## src/rtl/program_loader.sv

```systemverilog
// program_loader: byte-stream boot loader that fills instruction/data memories, then releases the core at a start PC.
// Ports: clk, rst_n (synchronous, active-low); rx_data/rx_valid/rx_ready byte stream in;
//        imem_we/imem_addr/imem_wdata and dmem_we/dmem_addr/dmem_wdata one-cycle word writes;
//        core_hold/start_pc core stall and release PC; load_done/load_error status.
module program_loader #(
   parameter int WORD_STEP = 4,
   parameter int MAX_WORDS = 1024
) (
   input  logic        clk,
   input  logic        rst_n,
   input  logic [7:0]  rx_data,
   input  logic        rx_valid,
   output logic        rx_ready,
   output logic        imem_we,
   output logic [31:0] imem_addr,
   output logic [31:0] imem_wdata,
   output logic        dmem_we,
   output logic [31:0] dmem_addr,
   output logic [31:0] dmem_wdata,
   output logic        core_hold,
   output logic [31:0] start_pc,
   output logic        load_done,
   output logic        load_error
);
   typedef enum logic [2:0] {IDLE, ADDR, COUNT, DATA, CSUM, PC, RUN, ERROR} state_t;
   state_t      state, state_nx;
   logic [1:0]  cnt;
   logic [31:0] sh, sh_nx, waddr;
   logic [15:0] rem;
   logic [7:0]  csum;
   logic        sel_d, take, last;

   assign take       = rx_valid & rx_ready;
   assign last       = cnt == 2'd3;
   assign sh_nx      = {sh[23:0], rx_data};
   assign core_hold  = state != RUN;
   assign load_done  = state == RUN;
   assign load_error = state == ERROR;

   always_ff @(posedge clk)
      if (!rst_n) state <= IDLE;
      else state <= state_nx;

   always_comb begin
      rx_ready = state != RUN && state != ERROR;
      state_nx = state;
      if (take)
         case (state)
            IDLE:    state_nx = (rx_data == 8'hA5 || rx_data == 8'h5A) ? ADDR : (rx_data == 8'h3C) ? PC : ERROR;
            ADDR:    state_nx = last ? COUNT : ADDR;
            COUNT:   state_nx = !cnt[0] ? COUNT : (sh_nx[15:0] == 16'd0) ? CSUM :
                                (32'(sh_nx[15:0]) > 32'(MAX_WORDS)) ? ERROR : DATA;
            DATA:    state_nx = (last && rem == 16'd1) ? CSUM : DATA;
            CSUM:    state_nx = (rx_data == csum) ? IDLE : ERROR;
            PC:      state_nx = last ? RUN : PC;
            default: state_nx = state;
         endcase
   end

   // cnt restarts on every state change, so it tracks the byte position within the current field/word
   always_ff @(posedge clk) begin
      if (!rst_n) begin
         cnt        <= '0;
         sh         <= '0;
         waddr      <= '0;
         rem        <= '0;
         csum       <= '0;
         sel_d      <= 1'b0;
         imem_we    <= 1'b0;
         imem_addr  <= '0;
         imem_wdata <= '0;
         dmem_we    <= 1'b0;
         dmem_addr  <= '0;
         dmem_wdata <= '0;
         start_pc   <= '0;
      end else begin
         imem_we <= 1'b0;
         dmem_we <= 1'b0;
         if (take) begin
            cnt  <= (state_nx != state) ? 2'd0 : cnt + 2'd1;
            sh   <= sh_nx;
            csum <= (state == IDLE) ? 8'd0 : csum ^ rx_data;
            if (state == IDLE) sel_d <= rx_data == 8'h5A;
            if (state == ADDR && last) waddr <= sh_nx;
            if (state == COUNT) rem <= sh_nx[15:0];
            if (state == DATA && last) begin
               if (sel_d) begin
                  dmem_we    <= 1'b1;
                  dmem_addr  <= waddr;
                  dmem_wdata <= sh_nx;
               end else begin
                  imem_we    <= 1'b1;
                  imem_addr  <= waddr;
                  imem_wdata <= sh_nx;
               end
               waddr <= waddr + 32'(WORD_STEP);
               rem   <= rem - 16'd1;
            end
            if (state == PC && last) start_pc <= sh_nx;
         end
      end
   end
endmodule

```

## config.mk

```make
export PLATFORM = sky130hd
export DESIGN_NAME = program_loader
export DESIGN_NICKNAME = d
export VERILOG_FILES = /design/src/rtl/program_loader.sv
export SDC_FILE = /design/constraint.sdc
export NUM_CORES = 1
export LEC_CHECK = 0
export CORE_MARGIN = 2
export CORE_UTILIZATION = 49
export CTS_BUF_LIST = sky130_fd_sc_hd__clkbuf_4 sky130_fd_sc_hd__clkbuf_8
export CTS_CLUSTER_DIAMETER = 60
export DETAILED_ROUTE_END_ITERATION = 12
export PLACE_DENSITY = 0.76
export REMOVE_ABC_BUFFERS = 1
export SYNTH_ARGS = -nofsm -noshare
export SYNTH_HDL_FRONTEND = slang
export SYNTH_SLANG_ARGS = --single-unit
```

## constraint.sdc

```tcl
create_clock -name clk -period 2.6 [get_ports clk]
set_clock_uncertainty 0.15 [all_clocks]
set_input_delay 0.78 -clock clk [delete_from_list [all_inputs] [get_ports clk]]
set_output_delay 0.78 -clock clk [all_outputs]
set_load 0.02 [all_outputs]
```

==> flow_summary_export.csv <==
group,metric,value,unit
worst_setup_path,crit_fanout,14,
yosys,synth_area_leaders,"dfxtp_1, nand2_1, a21oi_1",
global_route,grt_usage,27.1,%
floorplan,dieArea,22000,um2
worst_setup_path,cp_slowest_stage_delay,0.35,ns
clock_network,cts-htree-levels,2,
yosys,synthDominantCellAreaShare,48.8,%
final_layout,multiInputGateArea,4870,um2
global_route,antenna_found_initial,0,
power,p_sw_share,24.2,%
sta,hold_ws,0.302,ns
worst_setup_path,slowest_stage,"dfxtp_1",
global_route,grt_max_degree,61,
power,pwr-share-comb,7.3,%
sta,drv_slew,0,
sta,period_minus_slack,2.55,ns
floorplan,ioPinCount,177,
yosys,yosysSeqAreaShare,48.8,%
worst_setup_path,arrival,1.62,ns
global_route,busiest_layer,"met2",
yosys,synth.distinct_cells,57,
power,p_leak,4.74,nW
drt,vias_per_cell,5.57,
yosys,yosys.area.top_type,"dfxtp_1",
power,ir_drop,0.329,mV
global_route,grt_pass1_vias,9621,
drt,totalWireLength,30400,um
global_route,grt_use_met2,46.5,%
final_layout,area_growth,34.1,%
worst_setup_path,required,1.67,ns
drt,drtPass1Iterations,5,
yosys,synth_most_common_cell,"nand2_1",
final_layout,drive_gt1_share,12.0,%
final_layout,diodes,0,
final_layout,utilization,67.3,%
power,power_density,563,nW/um2
drt,via_count,10274,
clock_network,numClockSinks,248,
drt,ant_nets,0,
sta,fin_tns_setup,0,ns
sta,post-route-period-util,98.1,%
status,outcome,"finished, final reports clean",
hold_path,hold_class,"reg -> reg",
worst_setup_path,cp-end-kind,"primary output",
yosys,ys.flop_type,"dfxtp_1",
yosys,synthTopCellsByCount,"nand2_1, dfxtp_1, a21oi_1",
sta,max_clock_freq,392,MHz
power,internal_power,0.00583,W
yosys,yosys_register_bits,248,
placement,port-buffer-count,176,
sta,rsz0062_at_grt,"true",
yosys,synth_area,10200,um2
drt,drt_iter0_drc,728,
global_route,use_met1,34.3,%
sta,worst_pin_slew,0.619,ns
placement,routabilityCongestion,0.906,
yosys,avgSynthCellArea,7.52,um2
yosys,synthArstFlopShare,0,%
global_route,use_met3,5.03,%
power,clockPowerShare,42.0,%
flow_run,cap_violations,0,
clock_network,cts_made_buffers,40,
floorplan,start_util,50.2,%
clock_network,clk_pin_slew,0.06,ns
drt,route.detailed.drc,0,
final_layout,regArea,4960,um2
sta,setup_violations,0,
clock_network,root_buffer,"clkbuf_8",
sta,slew_headroom,58.7,%
clock_network,cts_buffer_depth,3,
sta,hold_viol,0,
power,share_seq_of_total_power,50.8,%
placement,hpwl,20600,um
final_layout,nets,1569,
yosys,synth_edf_count,0,
floorplan,fp.dieH,148,um
floorplan,die_w,148,um
worst_setup_path,path_cells,"buf_4 > and3_1 > dlygate4sd2_1",
clock_network,tritoncts,"built",
drt,wire_per_inst,16.5,um
power,netSwitchingPower,0.00186,W
final_layout,fillers,1757,
floorplan,core.rowCount,52,
worst_setup_path,criticalPathCategory,"reg -> out",
global_route,grt_pass1_wl,48600,um
global_route,grt_overflow,0,
worst_setup_path,start_kind,"register",
yosys,synth_cells,1355,
floorplan,core_area,20300,um2
clock_network,worstSkewPairLatency,0.53,ns
yosys,yosysWarnings,0,
power,finalPower,0.00769,W
==> power groups by stage <==
stage	sequential (W)	clock [W]	combinational, W
finish	0.00391	0.00323	0.000558
global route	0.00391	0.00347	0.000612
CTS	0.00390	0.00330	0.000535
detailed placement	0.00398	0	0.000534
global placement	0.00398	0	0.000527
floorplan	0.00397	0	0.000275
==> sequential cells by signal, summed over array words and instances (netlist names), 2 cells and up <==
name,flops
cnt,2
csum,8
dmem_addr,32
dmem_wdata,32
imem_addr,32
imem_wdata,32
rem,16
sh,24
start_pc,32
state,3
waddr,32
==> cell families (layout without fill, tap and decap cells) <==
kind of cell | Yosys count | after routing | share of synthesized area [%]
compound gates | 373 | 373 | 20.6
xor+xnor | 10 | 10 | 0.860
fa+ha+maj | 4 | 4 | 0.491
buf+inv | 117 | 338 | 4.52
flops | 248 | 248 | 48.8
simple gates | 603 | 603 | 24.8
==> worst max-delay path, delay by kind of cell (launching register included) <==
family,cells,cell delay [ns]
buffers and inverters,2,0.56
flip-flops,1,0.35
AND/OR/NAND/NOR,1,0.19
==> cell type report <==
| type | instances | share of cell area (%) |
|---|---|---|
| clock inverter | 3 | 0.110 |
| clock buffer | 61 | 5.37 |
| multi-input combinational | 990 | 35.7 |
| tap | 270 | 2.47 |
| inverter | 8 | 0.256 |
| timing repair buffer | 266 | 19.8 |
| sequential | 248 | 36.3 |
==> placed cells by master, fill, tap and decap left out, types with 5 or more instances in the layout <==
master,count
nand2_1,423
dfxtp_1,248
a21oi_1,244
clkdlybuf4s50_1,163
buf_4,69
nor2_1,66
o21ai_0,57
clkbuf_8,44
nand3_1,23
buf_12,20
clkbuf_4,17
nor3_1,16
a31oi_1,10
nand3b_1,10
and3_1,10
xnor2_1,9
nand4_1,9
a22oi_1,9
inv_1,7
dlymetal6s2s_1,7
nor2_2,6
nand2b_1,6
a211oi_1,6
o31ai_1,5
o22ai_1,5
dlygate4sd2_1,5
==> routing by layer <==
layer	part of all wire, %	wire (um)
met4	2.3	691
met2	49	14800
met3	7.0	2120
met5	0	0
met1	42	12800
==> metrics by stage <==
stage,std cells,cell area [um2],setup slack [ns]
5_1_grt,1846,13700,-0.0237
3_5_place_dp,1780,12800,-0.712
2_1_floorplan,1246,9750,-2.40
6_report,1846,13700,0.0501
3_3_place_gp,1780,12800,-0.650
4_1_cts,1844,13500,0.00830
==> final timing paths <==
path	from	to	slack, ns	depth (start not counted)
hold / removal	dmem_addr[2]	dmem_addr[2]	0.30	2
setup reg to reg	rem[6]	rem[15]	0.09	7
hold reg to reg	dmem_addr[2]	dmem_addr[2]	0.30	2
setup / recovery	state[1]	load_error	0.05	3
==> what timing repair did <==
item,4_1_cts,5_1_grt
setup buffers,0,2
gates resized for setup,9,24
pin swaps,1,14
hold buffers,0,0
setup endpoints to repair,5,19
Note: power is estimated with default switching activity, not from simulation.
